**config.mk**
```make
export PLATFORM = sky130hd
export DESIGN_NAME = counter_driver_flat
export DESIGN_NICKNAME = d
export VERILOG_FILES = /design/src/rtl/counter_driver_if.sv /design/src/rtl/counter_driver.sv /design/src/flat_wrapper.sv
export SDC_FILE = /design/constraint.sdc
export NUM_CORES = 1
export LEC_CHECK = 0
export CAP_MARGIN = 5
export CORE_UTILIZATION = 45
export CTS_CLUSTER_DIAMETER = 120
export DETAILED_ROUTE_END_ITERATION = 10
export GPL_TIMING_DRIVEN = 0
export PLACE_DENSITY = 0.73
export SYNTH_ARGS = -nofsm -noshare
export SYNTH_HDL_FRONTEND = slang
export SYNTH_SLANG_ARGS = --single-unit
```
**constraint.sdc**
```tcl
create_clock -name clk -period 3.3 [get_ports clk]
set_clock_uncertainty 0.1 [all_clocks]
set_input_delay 0.33 -clock clk [delete_from_list [all_inputs] [get_ports clk]]
set_output_delay 0.33 -clock clk [all_outputs]
set_load 0.01 [all_outputs]
```
**src/rtl/counter_driver_if.sv**
```systemverilog
// Command and response channels of counter_driver.
// The master side issues commands and consumes responses; the slave side is the driver.
interface counter_driver_if #(
    parameter int WIDTH = 4
);
    logic             cmd_valid;
    logic             cmd_ready;
    logic [1:0]       cmd_op;
    logic [WIDTH-1:0] cmd_data;
    logic [3:0]       cmd_len;
    logic             rsp_valid;
    logic             rsp_ready;
    logic [WIDTH-1:0] rsp_count;
    logic [1:0]       rsp_flags;

    modport master (
        output cmd_valid, cmd_op, cmd_data, cmd_len, rsp_ready,
        input  cmd_ready, rsp_valid, rsp_count, rsp_flags
    );

    modport slave (
        input  cmd_valid, cmd_op, cmd_data, cmd_len, rsp_ready,
        output cmd_ready, rsp_valid, rsp_count, rsp_flags
    );
endinterface

```
**src/rtl/counter_driver.sv**
```systemverilog
// Queues counter commands, drives an external up/down counter for the requested
// number of cycles, then reports the settled count and flags.
module counter_driver #(
    parameter int WIDTH      = 4,
    parameter int FIFO_DEPTH = 4
) (
    input  logic             clk,
    input  logic             rst,
    counter_driver_if.slave  bus,
    output logic             load_n,
    output logic             up_down,
    output logic             ce,
    output logic [WIDTH-1:0] data_load,
    input  logic [WIDTH-1:0] count_out,
    input  logic             max_count,
    input  logic             zero,
    output logic             busy
);
    localparam int PW = (FIFO_DEPTH > 1) ? $clog2(FIFO_DEPTH) : 1;

    typedef enum logic [1:0] {IDLE, APPLY, SETTLE, REPORT} state_t;

    typedef struct packed {
        logic [1:0]       op;
        logic [WIDTH-1:0] data;
        logic [3:0]       len;
    } cmd_t;

    cmd_t             mem [FIFO_DEPTH];
    logic [PW-1:0]    wr_ptr, rd_ptr;
    logic [PW:0]      occ;
    logic             full, empty, push, pop;
    cmd_t             head, act;
    state_t           state, next;
    logic [3:0]       len_cnt;
    logic [WIDTH-1:0] rsp_count_q;
    logic [1:0]       rsp_flags_q;

    function automatic logic [PW-1:0] ptr_inc(input logic [PW-1:0] p);
        return (p == PW'(FIFO_DEPTH - 1)) ? '0 : p + 1'b1;
    endfunction

    assign full          = (occ == (PW+1)'(FIFO_DEPTH));
    assign empty         = (occ == '0);
    assign bus.cmd_ready = !full && !rst;
    assign push          = bus.cmd_valid && bus.cmd_ready;
    assign head          = mem[rd_ptr];

    assign bus.rsp_valid = (state == REPORT);
    assign bus.rsp_count = rsp_count_q;
    assign bus.rsp_flags = rsp_flags_q;
    assign busy          = (state != IDLE) || !empty;

    always_ff @(posedge clk) begin
        if (push) mem[wr_ptr] <= '{op: bus.cmd_op, data: bus.cmd_data, len: bus.cmd_len};
    end

    always_comb begin
        next = state;
        pop  = 1'b0;
        case (state)
            IDLE: begin
                if (!empty) begin
                    pop  = 1'b1;
                    next = APPLY;
                end
            end
            APPLY:  if (len_cnt <= 4'd1) next = SETTLE;
            SETTLE: next = REPORT;
            REPORT: begin
                if (bus.rsp_ready) begin
                    if (!empty) begin
                        pop  = 1'b1;
                        next = APPLY;
                    end else begin
                        next = IDLE;
                    end
                end
            end
            default: next = IDLE;
        endcase
    end

    // Counter controls are pure Moore outputs of the active command in APPLY.
    always_comb begin
        ce        = 1'b0;
        load_n    = 1'b1;
        up_down   = 1'b0;
        data_load = '0;
        if (state == APPLY) begin
            case (act.op)
                2'b01: begin ce = 1'b1; up_down = 1'b1; end
                2'b10: ce = 1'b1;
                2'b11: begin ce = 1'b1; load_n = 1'b0; data_load = act.data; end
                default: ;
            endcase
        end
    end

    always_ff @(posedge clk) begin
        if (rst) begin
            state       <= IDLE;
            act         <= '0;
            len_cnt     <= '0;
            rsp_count_q <= '0;
            rsp_flags_q <= '0;
            wr_ptr      <= '0;
            rd_ptr      <= '0;
            occ         <= '0;
        end else begin
            state <= next;
            if (push) wr_ptr <= ptr_inc(wr_ptr);
            if (pop)  rd_ptr <= ptr_inc(rd_ptr);
            case ({push, pop})
                2'b10:   occ <= occ + 1'b1;
                2'b01:   occ <= occ - 1'b1;
                default: ;
            endcase
            if (pop) begin
                act     <= head;
                len_cnt <= (head.len == 4'd0) ? 4'd1 : head.len;
            end else if (state == APPLY) begin
                len_cnt <= len_cnt - 1'b1;
            end
            // Counter outputs have had one full cycle to settle by the end of SETTLE.
            if (state == SETTLE) begin
                rsp_count_q <= count_out;
                rsp_flags_q <= {max_count, zero};
            end
        end
    end
endmodule

```
**src/flat_wrapper.sv**
```systemverilog
// flat-port wrapper written by rule: the top's interface ports become plain ports
module counter_driver_flat 
#(
    parameter int WIDTH      = 4,
    parameter int FIFO_DEPTH = 4
)
  (clk, rst, load_n, up_down, ce, data_load, count_out, max_count, zero, busy, bus_cmd_valid, bus_cmd_op, bus_cmd_data, bus_cmd_len, bus_rsp_ready, bus_cmd_ready, bus_rsp_valid, bus_rsp_count, bus_rsp_flags);
  counter_driver_if #(.WIDTH(WIDTH)) bus_i ();
  input  logic clk;
  input  logic rst;
  output logic load_n;
  output logic up_down;
  output logic ce;
  output logic [WIDTH-1:0] data_load;
  input  logic [WIDTH-1:0] count_out;
  input  logic max_count;
  input  logic zero;
  output logic busy;
  input wire logic [$bits(bus_i.cmd_valid)-1:0] bus_cmd_valid;
  input wire logic [$bits(bus_i.cmd_op)-1:0] bus_cmd_op;
  input wire logic [$bits(bus_i.cmd_data)-1:0] bus_cmd_data;
  input wire logic [$bits(bus_i.cmd_len)-1:0] bus_cmd_len;
  input wire logic [$bits(bus_i.rsp_ready)-1:0] bus_rsp_ready;
  output wire logic [$bits(bus_i.cmd_ready)-1:0] bus_cmd_ready;
  output wire logic [$bits(bus_i.rsp_valid)-1:0] bus_rsp_valid;
  output wire logic [$bits(bus_i.rsp_count)-1:0] bus_rsp_count;
  output wire logic [$bits(bus_i.rsp_flags)-1:0] bus_rsp_flags;
  assign bus_i.cmd_valid = bus_cmd_valid;
  assign bus_i.cmd_op = bus_cmd_op;
  assign bus_i.cmd_data = bus_cmd_data;
  assign bus_i.cmd_len = bus_cmd_len;
  assign bus_i.rsp_ready = bus_rsp_ready;
  assign bus_cmd_ready = bus_i.cmd_ready;
  assign bus_rsp_valid = bus_i.rsp_valid;
  assign bus_rsp_count = bus_i.rsp_count;
  assign bus_rsp_flags = bus_i.rsp_flags;
  counter_driver #(.WIDTH(WIDTH), .FIFO_DEPTH(FIFO_DEPTH)) u_core (.clk(clk), .rst(rst), .bus(bus_i), .load_n(load_n), .up_down(up_down), .ce(ce), .data_load(data_load), .count_out(count_out), .max_count(max_count), .zero(zero), .busy(busy));
endmodule
```
==> results by group, run 1 <==
Outcome
  – Status: finished, final reports clean

Timing
  – Part of the cycle the worst path needs: 0.889
  – Setup TNS: 0 ns
  – Max Clk Rate: 341 MHz
  – Final setup violation count: 0
  – PnR worst setup slack: 0.365 ns
  – Final hold viol count: 0
  – Final worst path period need: 2.94 ns
  – RSZ-0062 raised after global routing: false
  – Final slew viol count: 0
  – Headroom to the max-slew limit: 0.392
  – Worst Max-Slew Pin Slew: around 0.9 ns

Clocking
  – CTS Root Cell: clkbuf_8
  – # clock sinks: 67
  – Worst-Skew Late Latency: 0.33 ns
  – Clock transition at path regs: 0.07 ns
  – Max clock buf depth: 2
  – CTS tree: yes
  – Post-CTS sizing: 0
  – CTS Buf Count: 9
  – Htree depth: 3
  – # hold bufs at CTS: 0
  – Postcts setup bufs: 0

Critical path
  – CP delay by family, top: adder cells
  – FF-to-FF setup slack: 0.36 ns
  – Worst path max stage delay: 0.39 ns
  – Maximum fanout along the worst path: 9
  – CP max stage cell: dfxtp_1
  – Worst path cell trace: inv_1 > ha_1 > or3_1 > buf_2 > clkinv_1 > ha_1 > inv_1 > fa_1 > xor2_1 > or3_1 > a21oi_1
  – Crit start category: flip-flop
  – CP Depth: 11
  – Crit end category: flip-flop
  – CP Buf/Inv Count: 4
  – Worst r2r src: u_core.state[1]
  – Data required, critical path: approximately 3.5 ns
  – Crit Path Category: flip-flop to flip-flop
  – Crit. Startpoint: u_core.state[1]
  – Worst R2R Path Depth: 11
  – Critical path capture point: u_core.occ[2]
  – Critical path arrival: 3.10 ns
  – R2R Path End: u_core.occ[2]

Synth
  – Mapped Nets: roughly 240
  – Syn. warnings: 0
  – Mapped Area: about 0.0028 mm²
  – Flops & latches, synth: 67
  – Post-Synthesis Cells: about 210
  – Cell variety after synth: 35
  – Sequential share of the synthesized area: 0.623
  – Mapped Avg Cell Area: 13.4 µm²

Detailed routing
  – Wirelength, routed: 4.59 mm
  – DRT Pass-1 Iters: 4
  – DR iter-0 viols: 85
  – DR vias: approximately 1700
  – DRC: 0
  – Post-DRT Antenna Nets: 0
  – Via density: 5.04
  – DR WL/cell: 13.7 µm

Cells and area
  – Multi-input gate area: 960 µm²
  – Nets: 288
  – Commonest non-fill, non-tap cells in the layout: edfxtp_1 (40), clkdlybuf4s50_1 (34), dfxtp_1 (27)
  – Commonest non-fill, non-tap cell in the layout: edfxtp_1
  – Ratio of cells with drive above 1 in the final layout: 0.124
  – Post-route design area: about 0.0034 mm²
  – Fillcell total: 492
  – Layout area overhead: 22.7%
  – Seq. cell area: 0.00174 mm²
  – Diode count: 0

Job
  – Max_cap viols: 0

Floorplanning
  – Die area: ~0.0065 mm²
  – Row count: 28
  – Core outline area: approximately 0.0060 mm²
  – Die Y: about 80 µm
  – Initial core utilization: 0.469
  – Die X: 80.8 µm
  – I/O Pins: 36

GRT
  – Tot GR Track Use: 0.159
  – Largest net degree at the start of global routing: 14
  – Antenna violations before repair: 0
  – Grt ovf: 0
  – First-pass GRT wire length: 7.47 mm
  – Vias in the first global route: 1636

Power
  – Worst vdd ir: around 0.38 mV
  – Pleak: 0.00118 µW
  – Pwr per Cell Area: 748 mW/mm²

Placed design
  – Port-buffer cells: 34
  – DP Wirelength: 3.23 mm
  – GP Congestion: ~0.74
  – Placed cell area: between 0.003 and 0.004 mm²
  – Dpl ws: 0.345 ns

Min path
  – Min-delay src: u_core.act[4]
  – Hold/Removal Path Class: flip-flop to flip-flop
## worst register-to-register path, delay by kind of cell, from the launching register on
| family | cells | cell delay [ns] |
|---|---|---|
| compound gates | 1 | 0.13 |
| fa+ha+maj | 3 | 0.90 |
| buf+inv | 4 | 0.51 |
| simple gates | 2 | 0.68 |
| xor+xnor | 1 | 0.16 |
| flops | 1 | 0.39 |
## cells in the mapped netlist
| cell | instances | share of area |
|---|---|---|
| clkinv_1 | 1 | 0.0013 |
| nand2_1 | 22 | 0.030 |
| xor2_1 | 3 | 0.0094 |
| a221oi_1 | 1 | 0.0031 |
| nand4_1 | 1 | 0.0022 |
| and2b_1 | 1 | 0.0027 |
| mux2i_1 | 6 | 0.021 |
| and2_1 | 8 | 0.018 |
| fa_1 | 1 | 0.0072 |
| inv_1 | 12 | 0.016 |
| a211oi_1 | 3 | 0.0081 |
| nor3_1 | 3 | 0.0054 |
| ha_1 | 13 | 0.058 |
| a31o_2 | 1 | 0.0031 |
| o21ai_0 | 1 | 0.0018 |
| or3_1 | 3 | 0.0067 |
| buf_6 | 1 | 0.0040 |
| xnor2_1 | 2 | 0.0063 |
| buf_1 | 1 | 0.0013 |
| o31ai_1 | 3 | 0.0081 |
| nor2_1 | 15 | 0.020 |
| and3_1 | 2 | 0.0045 |
| clkbuf_1 | 4 | 0.0054 |
| o21a_1 | 1 | 0.0027 |
| o2111ai_1 | 1 | 0.0031 |
| a21oi_1 | 14 | 0.025 |
| dfxtp_1 | 27 | 0.19 |
| buf_2 | 3 | 0.0054 |
| edfxtp_1 | 40 | 0.43 |
| nand2b_1 | 1 | 0.0022 |
| mux4_2 | 10 | 0.081 |
| nor4b_1 | 1 | 0.0031 |
| nor3_2 | 1 | 0.0036 |
| a211oi_2 | 1 | 0.0045 |
| o211ai_1 | 1 | 0.0027 |
## kinds of logic (layout without fill, tap and decap cells)
family / Yosys count / count (layout) / synth area share
DFF: 67 / 67 / 0.623
muxes: 16 / 16 / 0.102
and+or+nand+nor: 58 / 58 / 0.0980
AOI/OAI and AO/OA: 27 / 27 / 0.0622
adders and majority gates: 14 / 14 / 0.0654
xor gates and xnor gates: 5 / 5 / 0.0157
buffers and inverters: 22 / 72 / 0.0336
## per-stage QoR
step,util,hold slack [ns],std cells,total power (µW)
after CTS,0.576,0.353,334,2600
after detailed placement,0.542,0.345,318,1930
after global routing,0.576,0.371,334,2740
final,0.576,0.354,334,2570
after floorplan,-,0.329,209,1690
after global placement,0.542,0.341,318,1900
## report_power, final
part	internal [µW]	leakage (µW)	switching, µW
sequential	1030	0.000584	78.1
combinational	380	0.000502	418
clock	352	0.0000974	313
## metal layers
| layer | track usage | wire length, µm | up-vias |
|---|---|---|---|
| met5 | 0 | 0 | - |
| met4 | 0.0911 | 70 | 0 |
| met3 | 0.0360 | 265 | 7 |
| met2 | 0.269 | 2270 | 41 |
| met1 | 0.187 | 1990 | 793 |
| li1 | - | - | 841 |
## area by class of cell
cell class	instances	area share
Sequential cell	67	0.508
Timing Repair Buffer	34	0.0992
Multi-Input combinational cell	120	0.280
Tap cell	75	0.0274
Buffer	9	0.0131
Inverter	13	0.0142
Clock inverter	7	0.0223
Clock buffer	9	0.0361
## how the worst min path moves through the flow
stage                   endpoint  cells past startpoint  slack, ns
2_1_floorplan   u_core.mem[0][0]                      0       0.33
3_3_place_gp       u_core.act[7]                      2       0.34
3_5_place_dp       u_core.act[4]                      2       0.34
4_1_cts        u_core.len_cnt[0]                      2       0.35
5_1_grt            u_core.act[7]                      2       0.37
6_report           u_core.act[4]                      2       0.35
## flip-flops by register name (all words and copies together) (netlist names), named ones only
signal	count
u_core.act	6
u_core.bus.rsp_count	4
u_core.bus.rsp_flags	2
u_core.len_cnt	4
u_core.mem	40
u_core.occ	3
u_core.rd_ptr	2
u_core.state	2
u_core.wr_ptr	2
Power figures use the tool's default switching activity.
==> run 2: changes to the inputs <==
--- a/config.mk
+++ b/config.mk
@@ -10,7 +10,8 @@
 export CTS_CLUSTER_DIAMETER = 120
 export DETAILED_ROUTE_END_ITERATION = 10
 export GPL_TIMING_DRIVEN = 0
-export PLACE_DENSITY = 0.73
+export PLACE_DENSITY = 0.67
+export REMOVE_ABC_BUFFERS = 1
 export SYNTH_ARGS = -nofsm -noshare
 export SYNTH_HDL_FRONTEND = slang
 export SYNTH_SLANG_ARGS = --single-unit
==> constraint.sdc (replaced) <==
create_clock -name clk -period 3 [get_ports clk]
set_clock_uncertainty 0.1 [all_clocks]
set_input_delay 0.3 -clock clk [delete_from_list [all_inputs] [get_ports clk]]
set_output_delay 0.3 -clock clk [all_outputs]
set_load 0.01 [all_outputs]
==> run 2 against run 1 <==
Against the previous run: sequential power grew 14%; core utilization is essentially flat; total power grew 9.9%; critical path depth shrank 1; worst hold slack lost 0.0051 ns; count of clock-buffer cells in the layout grew 1; sequential share of layout area is essentially flat; clock power grew 8.0%.
==> results by group, run 2 (same netlist as run 1, synthesis figures left out) <==
Timing
  – PnR worst setup slack: 0.200 ns
  – Max Clk Rate: 357 MHz
  – Final setup violation count: 0
  – Headroom to the max-slew limit: 0.267
  – Part of the cycle the worst path needs: 0.933
  – Worst Max-Slew Pin Slew: 1.10 ns
  – Final slew viol count: 0
  – RSZ-0062 raised after global routing: false
  – Final hold viol count: 0
  – WHS: 0.349 ns
  – Final worst path period need: roughly 2.8 ns

Clocking
  – CTS tree: yes
  – Htree depth: 3
  – Max clock buf depth: 2
  – # hold bufs at CTS: 0
  – CTS Root Cell: clkbuf_8
  – CTS Buf Count: 9
  – Worst-Skew Late Latency: around 0.34 ns
  – # clock sinks: 67
  – Clock transition at path regs: 0.07 ns

Floorplanning
  – Core outline area: roughly 0.006 mm²
  – Die X: approximately 81 µm
  – Die Y: 80.8 µm
  – I/O Pins: 36
  – Row count: 28
  – Die area: 0.00653 mm²
  – Initial core utilization: 0.469

Placed design
  – DP Wirelength: 3.01 mm
  – Placed cell area: 0.00319 mm²
  – GP Congestion: 0.683
  – Port-buffer cells: 35
  – Dpl ws: -0.555 ns

Power
  – Pleak: ~0.0012 µW
  – Pwr per Cell Area: around 800 mW/mm²
  – Worst vdd ir: 0.424 mV

Outcome
  – Status: finished, final reports clean

Critical path
  – Crit end category: flip-flop
  – Critical path arrival: 2.96 ns
  – Maximum fanout along the worst path: 17
  – Data required, critical path: 3.16 ns
  – Crit start category: flip-flop
  – Crit Path Category: flip-flop to flip-flop

GRT
  – First-pass GRT wire length: ~7.4 mm
  – Antenna violations before repair: 0
  – Largest net degree at the start of global routing: 28
  – Grt ovf: 0
  – Tot GR Track Use: 0.159
  – Vias in the first global route: 1627

Cells and area
  – Max reg flops: 40
  – Nets: 282
  – Layout Utilization: 0.575
  – Largest registers: u_core.mem: 40 flops, u_core.act: 6 flops
  – Seq. cell area: 0.00174 mm²
  – Ratio of cells with drive above 1 in the final layout: 0.126
  – Fillcell total: ~530
  – Commonest non-fill, non-tap cell in the layout: edfxtp_1
  – Multi-input gate area: slightly below 0.001 mm²
  – Largest reg by FF count: u_core.mem
  – Diode count: 0
  – Layout area overhead: 22.6%
  – Commonest non-fill, non-tap cells in the layout: edfxtp_1 (40), clkdlybuf4s50_1 (34), dfxtp_1 (27)
  – Post-route design area: roughly 0.0034 mm²

Detailed routing
  – Post-DRT Antenna Nets: 0
  – DRC: 0
  – DRT Pass-1 Iters: 4
  – DR vias: 1667
  – Via density: 5.08
  – DR iter-0 viols: 55
  – Wirelength, routed: 4.52 mm
  – DR WL/cell: 13.8 µm

Min path
  – Hold/Removal Path Class: flip-flop to flip-flop

Job
  – Max_cap viols: 0
run 2: changes by cell type in the layout (fill, tap and decap cells not counted), sizes merged:
cell / previous run / this run
clkinvlp: 1 / 3
clkinv: 5 / 3
clkbuf: 13 / 10
inv: 13 / 12
dlymetal6s2s: 0 / 1
buf: 5 / 2
run 2: area by class of cell:
type | count | area share
sequential | 67 | 0.508
multi-input combinational | 120 | 0.285
timing repair buffer | 37 | 0.107
clock buffer | 10 | 0.0372
tap | 75 | 0.0274
clock inverter | 6 | 0.0194
inverter | 13 | 0.0153
run 2: worst max-delay path, stage by stage, from the launching register on:
cell and delay (ns):
dfxtp_1 0.37, inv_1 0.12, ha_1 0.33, or3_4 0.45
clkinvlp_4 0.15, ha_1 0.18, inv_1 0.06, fa_1 0.37
xor2_1 0.16, or3_1 0.30, a21oi_1 0.14
run 2: metal layers:
layer,wire length [µm],global-route usage,share of wire,up-vias
met3,263,0.0629,0.058,8
met4,65,0.0643,0.014,0
li1,-,-,-,829
met5,0,0,0,-
met2,2210,0.276,0.49,39
met1,1980,0.173,0.44,791
run 2: through the flow:
step                      total power (µW)  setup TNS (ns)  cells
after floorplan                       1820               0    200
after global placement                2050          -13.82    310
after detailed placement              2070          -13.65    310
after CTS                             2810               0    326
after global routing                  3020               0    328
final                                 2820               0    328
run 2: worst paths after layout:
path,start,end,slack [ns],cells after the start
worst min-delay path,u_core.act[6],u_core.act[6],0.35,2
worst max-delay path,u_core.state[0],u_core.occ[2],0.20,10
worst max register to register,u_core.state[0],u_core.occ[2],0.20,10
worst min register to register,u_core.act[6],u_core.act[6],0.35,2
run 2: what timing repair did:
| item | CTS | global route |
|---|---|---|
| pin swaps | 0 | 1 |
| setup buffers | 0 | 2 |
| resized for setup | 2 | 3 |
| setup endpoints to repair | 2 | 2 |
run 2: power breakdown:
group / switching, µW / internal [µW]
Combinational: 423 / 425
Clock: 335 / 383
Sequential: 125 / 1130
Total: 883 / 1940
==> RTL change 1 (flow settings as in run 2) <==
`WIDTH` is set to 4 in 3 places; all go to 5.
--- a/src/rtl/counter_driver_if.sv
+++ b/src/rtl/counter_driver_if.sv
@@ -1,7 +1,7 @@
 // Command and response channels of counter_driver.
 // The master side issues commands and consumes responses; the slave side is the driver.
 interface counter_driver_if #(
-    parameter int WIDTH = 4
+    parameter int WIDTH = 5
 );
     logic             cmd_valid;
     logic             cmd_ready;
--- a/src/rtl/counter_driver.sv
+++ b/src/rtl/counter_driver.sv
@@ -1,7 +1,7 @@
 // Queues counter commands, drives an external up/down counter for the requested
 // number of cycles, then reports the settled count and flags.
 module counter_driver #(
-    parameter int WIDTH      = 4,
+    parameter int WIDTH      = 5,
     parameter int FIFO_DEPTH = 4
 ) (
     input  logic             clk,
--- a/src/flat_wrapper.sv
+++ b/src/flat_wrapper.sv
@@ -1,7 +1,7 @@
 // flat-port wrapper written by rule: the top's interface ports become plain ports
 module counter_driver_flat 
 #(
-    parameter int WIDTH      = 4,
+    parameter int WIDTH      = 5,
     parameter int FIFO_DEPTH = 4
 )
   (clk, rst, load_n, up_down, ce, data_load, count_out, max_count, zero, busy, bus_cmd_valid, bus_cmd_op, bus_cmd_data, bus_cmd_len, bus_rsp_ready, bus_cmd_ready, bus_rsp_valid, bus_rsp_count, bus_rsp_flags);
Ports: changed (resized bus_cmd_data, bus_rsp_count, count_out and data_load); port bits go from 36 to 40. The function was not compared with the original's and may differ.
==> RTL change 1 against run 2 <==
The flow now finishes with violations (design-rule violations); die area is 7.8% higher; via count increased by 6.3%; total power increased by 7.6%; fmax rose by 2.5%; worst setup slack better by 0.069 ns; global-route usage is 0.18 points lower; sequential cell count increased by 6; synthesized area grew 8.1%; cell area increased by 8.6%; synthesized cell count rose by 6.2%; wire length up 9.3%; largest power group unchanged.
==> RTL change 1: results (changes against run 2) <==
run_status:
  status: "complete, but fails checks"  # was finished, final reports clean
  violations: "design-rule violations"
final_layout:
  top_register: "u_core.mem"  # unchanged
  drive_gt1_frac: 0.145  # was 0.126
  fillers: 521  # was 527
  num-nets-final: 307  # was 282
  area_growth_pct: 23.2  # was 22.6%
  largest_reg_flops: 44  # was 40
route:
  drt-initial-drc-count: 62  # was 55
  wl_mm: 4.94  # was 4.52 mm
  first_pass_iters: 7  # was 4
  wire_per_inst_um: 14.0  # was 13.8 um
  viasPerCell: 5.02  # was 5.08
  drc: 11  # was 0
place:
  io_buffers: 39  # was 35
  numPlacedInstances: 329  # was 310
  dpl.hpwl_mm: 3.14  # was 3.01 mm
  pre_cts_ws_ns: -0.559  # was -0.555 ns
  globalplace.congestion: 0.689  # was 0.683
  placed_cell_area_um2: 3460  # was 3190 um2
pwr:
  power_leakage_nw: 1.29  # was 1.18 nW
  irDropWorstVdd_v: 0.000329  # was 0.000424 V
clock_tree:
  htree_levels: 3  # unchanged
critical_path:
  worstReg2RegStart: "u_core.state[0]$_SDFFE_PP0P_"  # unchanged
  slowest_delay_ns: 0.39  # was 0.45 ns
  r2r_cells: 10  # unchanged
  ff2ff_setup_slack_ns: 0.27  # was 0.20 ns
  crit_arrival_ns: 2.90  # was 2.96 ns
  critPathMaxFanout: 7  # was 17
global_route:
  grt_usage: 0.157  # was 0.159
  grt_first_pass_wirelength_mm: 8.22  # was 7.38 mm
  grt_pass1_vias: 1760  # was 1627
  grt_max_degree: 30  # was 28
sta:
  hold_ws_ns: 0.352  # was 0.349 ns
  worst_pin_slew_ns: 1.13  # was 1.10 ns
synth:
  yosysSeqAreaShare: 0.630  # was 0.623
  syn_inst: 222  # was 209
  ys_top_cells_by_area: "edfxtp_1 (44%), dfxtp_1 (19%), mux4_2 (7.5%)"  # was edfxtp_1 (43%), dfxtp_1 (19%), mux4_2 (8.1%)
  synth_edf_count: 44  # was 40
  synth_cell_types: 35  # unchanged
  async_flop_share: 0  # unchanged
  synthTopCellsByCount: "edfxtp_1 (44), dfxtp_1 (29), nand2_1 (24)"  # was edfxtp_1 (40), dfxtp_1 (27), nand2_1 (22)
hold_path:
  hold_end: "u_core.act[6]$_SDFFE_PP0N_"  # unchanged
==> RTL change 1: cell count changes in the layout (fill, tap and decap cells not counted), sizes merged, moves of 4 or more <==
cell / delta
buf: +6
clkdlybuf4s50: +4
edfxtp: +4
inv: +4
==> RTL change 1: layout make-up <==
class	instances	area share
clock inverter	7	0.0158
inverter	13	0.0141
clock buffer	9	0.0333
tap	77	0.0259
timing repair buffer	47	0.122
multi-input combinational	127	0.278
sequential	73	0.511
==> RTL change 1: timing repair <==
item | in CTS | in global routing
pin swaps | 0 | 1
buffers inserted | 0 | 8
resized for setup | 2 | 3
setup endpoints to repair | 24 | 2
==> RTL change 1: logic make-up (layout without fill, tap and decap cells) <==
group                      count (synthesis)  after routing  synth area share
and+or+nand+nor                           62             62            0.0965
adders and majority gates                 14             14            0.0605
buffers and inverters                     22             76            0.0331
AOI/OAI and AO/OA                         28             28            0.0592
xor gates and xnor gates                   5              5            0.0145
muxes                                     18             18             0.106
DFF                                       73             73             0.630
==> RTL change 1: power by group <==
group | total (W) | leakage [nW] | internal (W) | switching, W
registers | 0.00136 | 0.636 | 0.00123 | 0.000134
logic | 0.000968 | 0.563 | 0.000510 | 0.000458
clock network | 0.000704 | 0.0872 | 0.000312 | 0.000391
==> RTL change 1: worst register-to-register path: cells and delay by family, from the launching register on <==
kind                     cells  cell delay (ns)
buffers and inverters        3             0.32
AO/OA/AOI/OAI                1             0.13
AND/OR/NAND/NOR              2             0.70
adder cells (fa/ha/maj)      3             0.88
flip-flops                   1             0.37
XOR/XNOR                     1             0.16
==> RTL change 1: how the worst max path moves through the flow <==
stage,start,slack (ns),endpoint
3_3_place_gp,rst,-0.62,u_core.occ[2]$_SDFFE_PP0P_
3_5_place_dp,rst,-0.56,u_core.occ[2]$_SDFFE_PP0P_
2_1_floorplan,u_core.state[0]$_SDFFE_PP0P_,0.16,u_core.occ[2]$_SDFFE_PP0P_
6_report,u_core.state[0]$_SDFFE_PP0P_,0.27,u_core.occ[2]$_SDFFE_PP0P_
5_1_grt,u_core.state[0]$_SDFFE_PP0P_,0.06,u_core.occ[2]$_SDFFE_PP0P_
4_1_cts,u_core.state[0]$_SDFFE_PP0P_,0.04,u_core.occ[2]$_SDFFE_PP0P_
==> RTL change 1: layer usage <==
| layer | routed length (um) | vias up | track usage | part of all wire |
|---|---|---|---|---|
| met3 | 295 | 6 | 0.0534 | 0.060 |
| met4 | 75 | 0 | 0.0799 | 0.015 |
| met5 | 0 | - | 0 | 0 |
| met2 | 2250 | 43 | 0.238 | 0.46 |
| li1 | - | 902 | - | - |
| met1 | 2320 | 821 | 0.202 | 0.47 |
==> RTL change 2 (config.mk and constraints of run 2) <==
Without the edit above. The 4 states of `state_t` get a Gray code encoding in 2 bits.
--- a/src/rtl/counter_driver.sv
+++ b/src/rtl/counter_driver.sv
@@ -18,7 +18,7 @@
 );
     localparam int PW = (FIFO_DEPTH > 1) ? $clog2(FIFO_DEPTH) : 1;
 
-    typedef enum logic [1:0] {IDLE, APPLY, SETTLE, REPORT} state_t;
+    typedef enum logic [1:0] {IDLE = 2'b00, APPLY = 2'b01, SETTLE = 2'b11, REPORT = 2'b10} state_t;
 
     typedef struct packed {
         logic [1:0]       op;
Formal check against the unedited RTL: same outputs for any inputs over 10 cycles, from zero or initial values and one cycle with rst high; not proved beyond that.
==> RTL change 2 against run 2 <==
Die area shrank 3.2%; combinational power shrank 19%; largest cell class unchanged; wire length shrank 4.5%; non-clock buffer count shrank 2; cell area shrank 3.3%; largest power group unchanged; sequential cell count is the same; total power shrank 5.7%; synthesized area shrank 3.3%; count of clock-buffer cells in the layout grew 1; worst setup slack gained 0.15 ns.
==> RTL change 2: results (changes against run 2) <==
run_status:
  status: "finished, final reports clean"  # unchanged
synth:
  muxShareOfSynthArea: 0.0870  # was 0.102
  synth_xor_area_frac: 0.0162  # was 0.0157
  synth_compound_area_frac: 0.0602  # was 0.0622
  synth_cell_types: 29  # was 35
  ys_top_cells_by_area: "edfxtp_1 (44%), dfxtp_1 (20%), mux4_2 (8.3%)"  # was edfxtp_1 (43%), dfxtp_1 (19%), mux4_2 (8.1%)
  syn_inst: 210  # was 209
  synthTopCellsByCount: "edfxtp_1 (40), nand2_1 (28), dfxtp_1 (27)"  # was edfxtp_1 (40), dfxtp_1 (27), nand2_1 (22)
  yosysSeqAreaShare: 0.644  # was 0.623
  synth_fa_ha_area_frac: 0.0444  # was 0.0654
  synth_edf_count: 40  # unchanged
final_layout:
  num-nets-final: 276  # was 282
  final_area_um2: 3310  # was 3430 um2
  fillers: 446  # was 527
  final_cells: 324  # was 328
  drive_gt1_frac: 0.103  # was 0.126
global_route:
  grt_first_pass_wirelength_mm: 7.16  # was 7.38 mm
  grt_pass1_vias: 1568  # was 1627
  antenna_found_initial: 0  # unchanged
  grt_max_degree: 29  # was 28
  grt_usage: 0.160  # was 0.159
place:
  globalplace.congestion: 0.741  # was 0.683
  dpl.hpwl_mm: 2.87  # was 3.01 mm
  placed_cell_area_um2: 3100  # was 3190 um2
  numPlacedInstances: 308  # was 310
  pre_cts_ws_ns: -0.517  # was -0.555 ns
clock_tree:
  cts_max_path_buffers: 2  # unchanged
  cts_resized: 1  # was 2
  cts_buffers: 9  # unchanged
  clkTransAtPathRegs_ns: 0.07  # about the same
route:
  wl_mm: 4.32  # was 4.52 mm
  drt-initial-drc-count: 45  # was 55
  viasPerCell: 5.02  # was 5.08
critical_path:
  slowest_stage: "dfxtp_1"  # was or3_4
  crit_arrival_ns: 2.82  # was 2.96 ns
  critPathMaxFanout: 18  # was 17
  critical-path-top-delay-family: "simple AND/OR/NAND/NOR gates"  # was adder cells
pwr:
  p_comb_w: 0.000689  # was 0.000848 W
  switching_share: 0.308  # was 0.313
  p_int_w: 0.00184  # was 0.00194 W
  irDropWorstVdd_v: 0.000415  # was 0.000424 V
  clock_power_share: 0.273  # was 0.255
  power_leakage_nw: 1.13  # was 1.18 nW
sta:
  worst_pin_slew_ns: 1.11  # was 1.10 ns
  drv_slew: 0  # unchanged
[RTL change 2: final timing paths]
path | depth (start not counted) | slack (ns) | from | endpoint
min | 2 | 0.35 | u_core.act[4]$_SDFFE_PP0N_ | u_core.act[4]$_SDFFE_PP0N_
min reg2reg | 2 | 0.35 | u_core.act[4]$_SDFFE_PP0N_ | u_core.act[4]$_SDFFE_PP0N_
max | 9 | 0.35 | u_core.state[1]$_SDFFE_PP0P_ | u_core.occ[2]$_SDFFE_PP0P_
max reg2reg | 9 | 0.35 | u_core.state[1]$_SDFFE_PP0P_ | u_core.occ[2]$_SDFFE_PP0P_
[RTL change 2: layer usage]
metal	vias up	track usage	wire length [um]
li1	819	-	-
met1	754	0.172	1760
met2	45	0.266	2100
met3	10	0.0686	339
met4	0	0.0873	112
met5	-	0	0
[RTL change 2: area by class of cell]
cell class                 instances  share of cell area
timing repair buffer              35               0.106
tap                               72              0.0272
clock buffer                      11              0.0396
clock inverter                     5              0.0189
sequential                        67               0.525
inverter                          11              0.0125
multi-input combinational        123               0.270
